<file path="src/rtl/seg_pkg.sv">
// Shared constants for the 7-segment scan driver.
// Glyph table is active-low, bit order {g,f,e,d,c,b,a}.
package seg_pkg;

    localparam int         NUM_DIGITS = 4;
    localparam logic [3:0] ANODES_OFF = 4'hF;
    localparam logic [6:0] SEG_OFF    = 7'h7F;

    // Entry n is the glyph for nibble n; b and d are lower case.
    localparam logic [15:0][6:0] GLYPHS = {
        7'h0E, 7'h06, 7'h21, 7'h46,  // F E d C
        7'h03, 7'h08, 7'h10, 7'h00,  // b A 9 8
        7'h78, 7'h02, 7'h12, 7'h19,  // 7 6 5 4
        7'h30, 7'h24, 7'h79, 7'h40   // 3 2 1 0
    };

    function automatic logic [6:0] glyph(input logic [3:0] n);
        return GLYPHS[n];
    endfunction

endpackage

</file>
<file path="src/rtl/hex_to_seg.sv">
// Combinational nibble to active-low segment decoder.
// Ports: nibble (4b in), seg (7b {g..a} active-low out).
module hex_to_seg
    import seg_pkg::*;
(
    input  logic [3:0] nibble,
    output logic [6:0] seg
);

    assign seg = glyph(nibble);

endmodule

</file>
<file path="src/rtl/seven_seg_scan_driver.sv">
// 4-digit multiplexed 7-segment scan driver with shadowed frame loads.
// Ports: clk, reset (sync high), digits_in/dp_in/blank_lz with
// load_valid/load_ready handshake, an/seg/dp (active-low), frame_done.
module seven_seg_scan_driver
    import seg_pkg::*;
#(
    parameter int PRESCALE     = 100_000,
    parameter int BLANK_CYCLES = 1_000
) (
    input  logic        clk,
    input  logic        reset,
    input  logic [15:0] digits_in,
    input  logic [3:0]  dp_in,
    input  logic        blank_lz,
    input  logic        load_valid,
    output logic        load_ready,
    output logic [3:0]  an,
    output logic [6:0]  seg,
    output logic        dp,
    output logic        frame_done
);

    localparam int            PW      = $clog2(PRESCALE);
    localparam logic [PW-1:0] PS_LAST = PW'(PRESCALE - 1);
    localparam logic [PW-1:0] PS_BLNK = PW'(BLANK_CYCLES);

    logic [PW-1:0] presc_q, presc_d;
    logic [1:0]    slot_q, slot_d;
    logic [15:0]   sh_word_q, sh_word_d;
    logic [3:0]    sh_dp_q, sh_dp_d;
    logic          sh_blz_q, sh_blz_d;
    logic          pending_q, pending_d;
    logic [15:0]   act_word_q, act_word_d;
    logic [3:0]    act_dp_q, act_dp_d;
    logic          act_blz_q, act_blz_d;
    logic [3:0]    an_q, an_d;
    logic [6:0]    seg_q, seg_d;
    logic          dp_q, dp_d;
    logic          fd_q, fd_d;

    logic          wrap, boundary, accept, guard, blank;
    logic [3:0]    nib;
    logic [3:0]    lz;
    logic [6:0]    dec_seg;

    hex_to_seg u_dec (
        .nibble (nib),
        .seg    (dec_seg)
    );

    always_comb begin
        wrap     = (presc_q == PS_LAST);
        boundary = wrap && (slot_q == 2'd3);
        accept   = load_valid && !pending_q;

        presc_d = wrap ? '0 : presc_q + 1'b1;
        slot_d  = wrap ? slot_q + 2'd1 : slot_q;

        sh_word_d  = sh_word_q;
        sh_dp_d    = sh_dp_q;
        sh_blz_d   = sh_blz_q;
        pending_d  = pending_q;
        act_word_d = act_word_q;
        act_dp_d   = act_dp_q;
        act_blz_d  = act_blz_q;

        // A word accepted on the boundary cycle is not yet pending,
        // so it waits a full frame; the shown word never tears.
        if (boundary && pending_q) begin
            act_word_d = sh_word_q;
            act_dp_d   = sh_dp_q;
            act_blz_d  = sh_blz_q;
            pending_d  = 1'b0;
        end
        if (accept) begin
            sh_word_d = digits_in;
            sh_dp_d   = dp_in;
            sh_blz_d  = blank_lz;
            pending_d = 1'b1;
        end

        nib = act_word_q[{slot_q, 2'b00} +: 4];

        // lz[k]: nibbles k..3 are all zero; digit 0 never blanks.
        lz[3] = (act_word_q[15:12] == 4'h0);
        lz[2] = lz[3] && (act_word_q[11:8] == 4'h0);
        lz[1] = lz[2] && (act_word_q[7:4] == 4'h0);
        lz[0] = 1'b0;
        blank = act_blz_q && lz[slot_q];

        guard = (presc_q < PS_BLNK);
        an_d  = guard ? ANODES_OFF : ~(4'b0001 << slot_q);
        seg_d = blank ? SEG_OFF : dec_seg;
        dp_d  = ~act_dp_q[slot_q];
        fd_d  = boundary;
    end

    always_ff @(posedge clk) begin
        if (reset) begin
            presc_q    <= '0;
            slot_q     <= 2'd0;
            sh_word_q  <= 16'h0;
            sh_dp_q    <= 4'h0;
            sh_blz_q   <= 1'b0;
            pending_q  <= 1'b0;
            act_word_q <= 16'h0;
            act_dp_q   <= 4'h0;
            act_blz_q  <= 1'b0;
            an_q       <= ANODES_OFF;
            seg_q      <= SEG_OFF;
            dp_q       <= 1'b1;
            fd_q       <= 1'b0;
        end else begin
            presc_q    <= presc_d;
            slot_q     <= slot_d;
            sh_word_q  <= sh_word_d;
            sh_dp_q    <= sh_dp_d;
            sh_blz_q   <= sh_blz_d;
            pending_q  <= pending_d;
            act_word_q <= act_word_d;
            act_dp_q   <= act_dp_d;
            act_blz_q  <= act_blz_d;
            an_q       <= an_d;
            seg_q      <= seg_d;
            dp_q       <= dp_d;
            fd_q       <= fd_d;
        end
    end

    assign load_ready = !pending_q;
    assign an         = an_q;
    assign seg        = seg_q;
    assign dp         = dp_q;
    assign frame_done = fd_q;

endmodule

</file>
<file path="config.mk">
export PLATFORM = sky130hd
export DESIGN_NAME = seven_seg_scan_driver
export DESIGN_NICKNAME = d
export VERILOG_FILES = /design/src/rtl/seg_pkg.sv /design/src/rtl/hex_to_seg.sv /design/src/rtl/seven_seg_scan_driver.sv
export SDC_FILE = /design/constraint.sdc
export NUM_CORES = 1
export LEC_CHECK = 0
export CORE_MARGIN = 5
export CORE_UTILIZATION = 50
export CTS_BUF_LIST = sky130_fd_sc_hd__clkbuf_16
export DETAILED_ROUTE_END_ITERATION = 16
export GPL_TIMING_DRIVEN = 1
export PLACE_DENSITY = 0.71
export SLEW_MARGIN = 20
export SYNTH_ARGS = -nofsm -noshare
export SYNTH_HDL_FRONTEND = slang
export SYNTH_SLANG_ARGS = --single-unit
</file>
<file path="constraint.sdc">
create_clock -name clk -period 6.5 [get_ports clk]
set_input_delay 1.95 -clock clk [delete_from_list [all_inputs] [get_ports clk]]
set_output_delay 1.95 -clock clk [all_outputs]
set_load 0.005 [all_outputs]
</file>
# ---- Word level (Yosys, flattened, before mapping)
# Memories as Yosys holds them, arrays and structs flattened. A register that Yosys moved wholly into a read port is not among the register bits.
# Index checks and enable logic that the tools add are counted.
dict set report word_totals {
  ff_bits 68
  rom_bits 112
  in_bits 24
  output_inout_bits 14
  word_cells 43
  memories 1
}
# memory depth word_bits read_ports rd_ports_with_merged_regs wr line_no
set mem_list {}
lappend mem_list {{(name not given)} 16 7 1 1 0 seg_pkg.sv:18} ;# return GLYPHS[n];
dict set report classes {
  n_addsub 2
  order_cmp 2
  n_eq_ne 2
  shifts 2
  muxes 6
  n_bitwise 2
  reduce_logical 14
}
# cell n
set op_table {}
lappend op_table {{$add 17x1->17 const B} 1}
lappend op_table {{$eq 17x17->1 const B} 1}
lappend op_table {{$lt 17x10->1 const B} 1}
lappend op_table {{$shiftx 16x5->4} 1}
lappend op_table {{$logic_not 4->1} 3}
lappend op_table {{$logic_and 1x1->1} 6}
lappend op_table {{$reduce_or 2->1} 3}
lappend op_table {{$bmux 1 s2} 2}
lappend op_table {{$mux 1} 4}
lappend op_table {{$not 4->4} 1}
lappend op_table {{$shl 1x2->4 const A} 1}
lappend op_table {{$lt 2x3->1 const B} 1}
lappend op_table {{$add 2x1->2 const B} 1}
lappend op_table {{$eq 2x2->1 const B} 1}
lappend op_table {{$reduce_bool 2->1} 1}
lappend op_table {{$logic_not 1->1} 1}
lappend op_table {{$not 1->1} 1}

# ---- Longest topological paths before layout
# Gate-level depths: netlist (run 1).
dict set report logic_depth {
  depth_word 7
  depth_mapped 8
  ltp_nobuf 7
}

# ---- Cells and area by module
# A second synthesis (run 1) with hierarchy kept.
dict set report unflattened {
  hier_cells 379
  area_unflattened_um2 3344.5
}
# mod instances cells_each area_per_inst_um2
set by_module_without_submodules {}
lappend by_module_without_submodules {seven_seg_scan_driver 1 348 3091.7}
lappend by_module_without_submodules {hex_to_seg 1 31 252.7}

# ---- Worst setup path before layout (run 1)
# OpenSTA, ideal clock, no wires.
dict set report synth_path {
  kind {input port to flip-flop}
  start {in reset}
  end {reg presc_q[10]}
  setup_ns 0.117
  arrival_time_ns 2.825
  setup_slack_ns 3.558
  stages 5
  cell_sequence {clkbuf_1 > clkinv_1 > nand2_1 > buf_2 > nor2_1}
}
dict set report synth_between {
  elab_chain_len 1
}
# item line_no
set synth_lines {}
lappend synth_lines {{start, declared} seven_seg_scan_driver.sv:11} ;# input logic reset,
lappend synth_lines {{$reduce_or 2->1 (no source line)} -}
lappend synth_lines {{end signal, assigned} seven_seg_scan_driver.sv:114} ;# presc_q <= presc_d;
lappend synth_lines {{end, declared} seven_seg_scan_driver.sv:27} ;# logic [PW-1:0] presc_q, presc_d;
# Every way passes these cells.
# A chain may end at the register's enable or synchronous reset.

# ---- Worst setup path after layout (run 1)
dict set report layout_path {
  start {reg pending_q}
  end {out load_ready}
}
dict set report layout_between {
  elab_chain_len 1
}
# item line_no
set layout_lines {}
lappend layout_lines {{start, declared} seven_seg_scan_driver.sv:32} ;# logic pending_q, pending_d;
lappend layout_lines {{start signal, assigned} seven_seg_scan_driver.sv:119} ;# pending_q <= pending_d;
lappend layout_lines {{$logic_not 1->1} seven_seg_scan_driver.sv:130} ;# assign load_ready = !pending_q;
lappend layout_lines {{end, declared} seven_seg_scan_driver.sv:16} ;# output logic load_ready,
# Every way passes these cells.

==> impl_metrics.csv, run 1 <==
group,metric,value,unit
outcome,status,"finished, final reports clean",
global_route,grt_overflow_total,0,
route,wl,6609,um
global_route,grt_pass1_wl,11400,um
floorplan,io_pins,38,
clocking,hold_buffers,0,
finish,final_cell_area,4064,sq um
clocking,cts_tree,"done",
sta,fin_crit,3.209,ns
synth,synth_cell_types,46,
sta,setup_viol,0,
clocking,clock-root-buffer,"clkbuf_16",
floorplan,die_w,92.55,um
sta,rsz0062_at_grt,"no",
sta,tightest_slew,0.6916,ns
min_path,min_from,"sh_word_q[8]",
floorplan,die_h,92.55,um
route,wl_met1,3164,um
synth,synth_nets,417,
power_and_ir_drop,seqPwrFrac,47.9,%
power_and_ir_drop,combPwrFrac,4.9,%
route,vias,2679,
sta,fin_setup_tns,0,ns
clocking,post-cts-setup-buffers,0,
route,ant_nets,0,
clocking,cts_sinks,75,
finish,area_delta_synth_final,19.28,%
synth,synth_area,3407,sq um
clocking,clock_path_buffers,2,
sta,max_freq,311.6,MHz
placement,gp_routability_congestion,0.7928,
worst_setup_path,startpoint_type,"flop",
route,drcViolationCount,0,
sta,drv_slew,0,
power_and_ir_drop,pwr-share-clk,47.2,%
global_route,track_usage,16.53,%
clocking,post_cts_resized,0,
route,top_layer,"met4",
clocking,cts_made_buffers,9,
finish,diodes,0,
floorplan,dieArea,8565,sq um
clocking,insertion_delay,0.33,ns
synth,yosysSeqAreaShare,44.07,%
placement,place_area,3786,sq um
clocking,clkTransAtPathRegs,0.05,ns
global_route,grt_pass1_vias,2465,
power_and_ir_drop,power.density,245.2,nW/um^2
worst_setup_path,r2r-start,"slot_q[0]",
power_and_ir_drop,vdd_ir_drop_max,0.0001401,V
clocking,htreeDepth,3,
job,drv_cap,0,
synth,ys_ff_latch,75,
synth,syn_inst,382,
worst_setup_path,crit_start,"pending_q",
synth,avgSynthCellArea,8.919,sq um
power_and_ir_drop,switching_power,209.5,uW
power_and_ir_drop,swShare,21.02,%
power_and_ir_drop,p_int,787.1,uW
floorplan,fp-row-count,30,
route,drt_iter0_drc,83,
worst_setup_path,cp.arrival,1.26,ns
worst_setup_path,crit_type,"reg2out",
sta,worst_slew_margin_rel,53.83,%
finish,final_layout_size_suffix_gt1_share,6.971,%
placement,place.port_buffers,37,
min_path,hold_path.class,"reg2reg",
route,dr.pass1.iters,4,
route,routedWlPerCell,13.32,um
route,wl_met2,2967,um
sta,fin_crit_sh,49.37,%
route,viasPerCell,5.401,
floorplan,coreArea,6719,sq um
worst_setup_path,end_kind,"output pin",
floorplan,initial_utilization,50.71,%
sta,hold_viol_final,0,
sta,skew,0.005198,ns
synth,synth_warnings,0,
worst_setup_path,required,4.55,ns
route,wl_met3,378,um
global_route,antenna_found_initial,0,
worst_setup_path,path_max_fanout,4,
finish,nets,447,
power_and_ir_drop,leakage,0.001428,uW
placement,dpl.hpwl,4587,um
global_route,grt_max_degree,52,
## kinds of logic after synthesis
family          Yosys count  synth area share (%)
simple gates            173                 23.32
flops                    75                 44.07
xor+xnor                 15                 3.856
buf+inv                  29                 4.407
compound gates           42                 7.088
mux                      37                 13.22
fa+ha+maj                11                 4.040
## synth_stat cells, drive strengths merged
cell type	number	area share, %
o21ai	5	0.73
dfxtp	75	44
nand2	102	11
o211ai	3	0.66
mux2	5	2.0
mux4	5	3.3
or4	1	0.22
nor3b	3	0.66
and3	3	0.55
a311oi	1	0.26
o2111ai	1	0.26
nor4	5	1.1
and4	3	0.77
a31oi	2	0.37
a21o	1	0.22
mux2i	27	7.9
nor2	23	2.5
and3b	1	0.26
ha	11	4.0
buf	11	2.4
xor2	8	2.1
nand4	7	1.3
nor4b	2	0.51
and4b	1	0.29
xnor2	7	1.8
a21oi	25	3.7
nor2b	2	0.37
o31ai	1	0.22
nand3	11	1.6
inv	7	0.77
nor3	5	0.88
clkbuf	10	1.1
a211oi	1	0.22
and4bb	1	0.37
clkinv	1	0.11
a22oi	1	0.22
nor4bb	1	0.29
or3	2	0.37
a2111oi	1	0.26
## registers in the layout, summed over array words and instances (netlist names)
signal	flops
presc_q	17
act_word_q	16
sh_word_q	16
seg	7
act_dp_q	4
an	4
sh_dp_q	4
slot_q	2
act_blz_q	1
dp	1
frame_done	1
pending_q	1
sh_blz_q	1
## routing by layer
layer	GRT usage (%)	vias up
met1	22.00	1238
met2	24.89	59
li1	-	1373
met3	4.793	9
met4	7.178	0
met5	0	-
## worst paths after layout
check             slack, ns  cells after the start            to
hold / removal         0.45                      2  sh_word_q[8]
setup / recovery       3.29                      2    load_ready
setup reg to reg       3.92                      7        seg[0]
hold reg to reg        0.45                      2  sh_word_q[8]
## placed cells by master (no fill, tap or decap), types with 2 or more instances in the layout
master	Yosys	routed
buf_4	2	3
or3_1	2	2
clkdlybuf4s50_1	0	36
xor2_1	8	8
nor3_1	4	4
mux4_2	5	5
inv_1	7	7
mux2_2	2	2
ha_1	11	11
clkbuf_16	0	9
mux2i_1	27	27
xnor2_1	7	7
a21oi_1	25	25
mux2_4	3	3
and3_1	3	3
o211ai_1	3	3
nand3_1	11	11
o21ai_0	4	4
dfxtp_1	75	75
clkinv_1	1	4
nor2b_1	2	2
nor4_1	4	4
and4_1	3	3
nand2_1	102	102
nor4b_1	2	2
a31oi_1	2	2
nor2_1	23	23
nand4_1	7	7
nor3b_1	3	3
## layout make-up
type,count,area [sq um]
fill,589,2655
multi-input combinational,278,1762
sequential,75,1501
timing repair buffer,40,387.9
clock buffer,9,225.2
tap,80,100.1
clock inverter,6,57.56
inverter,8,30.03
## critical path, cell delays in order, from the launching register on
cell	delay [ns]
dfxtp_1	0.35
inv_1	0.08
clkdlybuf4s50_1	0.50
## stage by stage
stage | utilization (%) | power (uW) | setup WS, ns | hold WS (ns) | instances
2_1_floorplan | - | 511.7 | 3.558 | 0.4297 | 382
3_3_place_gp | 56.35 | 536.1 | 2.498 | 0.4394 | 481
3_5_place_dp | 56.35 | 537.4 | 2.417 | 0.4465 | 481
4_1_cts | 60.56 | 1013 | 2.739 | 0.4544 | 496
5_1_grt | 60.48 | 1037 | 3.256 | 0.4739 | 496
6_report | 60.48 | 996.6 | 3.291 | 0.4546 | 496
## power groups by stage
stage | sequential [uW] | clock (uW) | combinational, uW
after floorplan | 486 | 0 | 25.5
after global placement | 487 | 0 | 48.7
after detailed placement | 488 | 0 | 49.9
after CTS | 478 | 485 | 50.2
after global routing | 479 | 502 | 55.8
final | 478 | 470 | 49.0
Note: power is estimated with default switching activity, not from simulation.
==> inputs of run 2 (changes only) <==
--- a/config.mk
+++ b/config.mk
@@ -10,7 +10,7 @@
 export CTS_BUF_LIST = sky130_fd_sc_hd__clkbuf_16
 export DETAILED_ROUTE_END_ITERATION = 16
 export GPL_TIMING_DRIVEN = 1
-export PLACE_DENSITY = 0.71
+export PLACE_DENSITY = 0.74
 export SLEW_MARGIN = 20
 export SYNTH_ARGS = -nofsm -noshare
 export SYNTH_HDL_FRONTEND = slang
==> constraint.sdc (replaced) <==
create_clock -name clk -period 2.89 [get_ports clk]
set_input_delay 0.867 -clock clk [delete_from_list [all_inputs] [get_ports clk]]
set_output_delay 0.867 -clock clk [all_outputs]
set_load 0.005 [all_outputs]
==> run 2 against run 1 <==
  * First-iteration DRC count is 36% higher
  * Global-route usage increased by 0.70 points
  * Core utilization grew 0.80 points
  * Non-clock buffer count grew 4
  * Critical path depth grew 5
  * Combinational power is 130% higher
  * Die area unchanged
  * Routed wire length up 5.4%
  * Hold slack better by 0.0028 ns
  * Sequential share of layout area shrank 0.48 points
  * Sequential power grew 120%
  * Via count up 0.63%
  * Critical path type is now reg2reg
  * Critical endpoint is now seg[0]
  * Largest power group is now the clock network
==> impl_metrics.csv, run 2 (synthesis results as in run 1) <==
group,metric,value,unit
power_and_ir_drop,pwr-share-clk,48.3,%
sta,tightest_slew,0.6896,ns
route,drt_iter0_drc,113,
clocking,clock-root-buffer,"clkbuf_16",
finish,largest-register,"presc_q",
worst_setup_path,crit_start,"slot_q[1]",
global_route,grt_overflow_total,0,
power_and_ir_drop,seqPwrFrac,46.8,%
placement,place_area,3816,sq um
placement,place.port_buffers,37,
worst_setup_path,startpoint_type,"flop",
finish,final_cell_mix,"nand2_1 (102), dfxtp_1 (75), clkdlybuf4s50_1 (37)",
power_and_ir_drop,vdd_ir_drop_max,0.0004227,V
finish,fin_util,61.28,%
global_route,grt_pass1_vias,2572,
sta,fin_setup_tns,0,ns
route,vias,2696,
floorplan,die_h,92.55,um
global_route,grt_max_degree,35,
worst_setup_path,end_kind,"flop",
route,wl,6964,um
placement,gp_routability_congestion,0.9134,
finish,final_cell_area,4118,sq um
finish,area_delta_synth_final,20.86,%
floorplan,initial_utilization,50.71,%
sta,hold_viol_final,0,
route,ant_nets,0,
sta,rsz0062_at_grt,"no",
floorplan,dieArea,8565,sq um
floorplan,fp-row-count,30,
global_route,track_usage,17.23,%
clocking,clock_path_buffers,2,
sta,setup_viol,0,
sta,drv_slew,0,
route,dr.pass1.iters,4,
sta,fin_crit_sh,83.86,%
placement,place_inst,485,
route,routedWlPerCell,13.90,um
job,drv_cap,0,
worst_setup_path,required,3.16,ns
min_path,min_from,"sh_dp_q[3]",
worst_setup_path,cp.arrival,2.70,ns
placement,dpl_worst_slack,0.5072,ns
sta,fin_crit,2.424,ns
global_route,grt_pass1_wl,11760,um
sta,worst_slew_margin_rel,53.91,%
finish,finalNonFillerCells,501,
clocking,cts_made_buffers,9,
min_path,hold_path.class,"reg2reg",
power_and_ir_drop,p_int,1789,uW
route,drcViolationCount,0,
worst_setup_path,path_max_fanout,7,
global_route,antenna_found_initial,0,
worst_setup_path,crit_type,"reg2reg",
clocking,htreeDepth,3,
route,viasPerCell,5.381,
floorplan,die_w,92.55,um
finish,reg_top3,"presc_q: 17 flops, act_word_q: 16 flops, sh_word_q: 16 flops",
clocking,insertion_delay,0.34,ns
floorplan,coreArea,6719,sq um
worst_setup_path,r2r-start,"slot_q[1]",
sta,skew,0.008381,ns
clocking,post-cts-setup-buffers,0,
power_and_ir_drop,leakage,0.001456,uW
power_and_ir_drop,swShare,22.06,%
placement,dpl.hpwl,4925,um
outcome,status,"finished, final reports clean",
sta,timing.final.ws_setup,0.4664,ns
power_and_ir_drop,power.density,557.4,nW/um^2
clocking,clkTransAtPathRegs,0.06,ns
power_and_ir_drop,combPwrFrac,4.9,%
power_and_ir_drop,switching_power,506.3,uW
finish,final_layout_size_suffix_gt1_share,8.551,%
floorplan,io_pins,38,
finish,largest_reg_flops,17,
finish,layout_commonest_cell,"nand2_1",
finish,diodes,0,
clocking,post_cts_resized,0,
clocking,cts_sinks,75,
finish,nets,451,
sta,max_freq,412.6,MHz
clocking,hold_buffers,0,
clocking,cts_tree,"done",
run 2: stage by stage:
step | total power, uW | hold slack [ns]
3_5_place_dp | 1211 | 0.4486
6_report | 2295 | 0.4574
2_1_floorplan | 1151 | 0.4297
3_3_place_gp | 1208 | 0.4397
5_1_grt | 2378 | 0.4702
4_1_cts | 2318 | 0.4571
run 2: path summary, 6_finish.rpt:
path	slack (ns)	cells after the start	to
worst min register to register	0.46	2	sh_dp_q[3]
worst max-delay path	0.47	7	seg[0]
worst min-delay path	0.46	2	sh_dp_q[3]
worst max register to register	0.47	7	seg[0]
run 2: critical path, stage by stage (launching register included):
cell and delay (ns):
dfxtp_1 0.43, mux4_2 0.59, inv_1 0.17, ha_1 0.31
and3b_1 0.20, a2111oi_0 0.39, o21ai_0 0.16, nand4_1 0.10
run 2: final cells by class:
class                           instances  area [sq um]
Clock inverter                          7         76.32
Clock buffer                            9         225.2
Multi-Input combinational cell        278          1762
Sequential cell                        75          1501
Tap cell                               80         100.1
Fill cell                             568          2601
Timing Repair Buffer                   44         422.9
Inverter                                8         30.03
run 2: routing by layer:
metal	GRT usage [%]	routed length, um
met1	21.52	3293
met2	28.28	3167
met3	3.006	348
met4	9.158	155
met5	0	0
run 2: power groups by stage:
stage	clock, uW	combinational [uW]	sequential [uW]
6_report	1110	113	1070
5_1_grt	1170	127	1080
4_1_cts	1130	114	1070
3_5_place_dp	0	114	1100
3_3_place_gp	0	112	1100
2_1_floorplan	0	57.4	1090
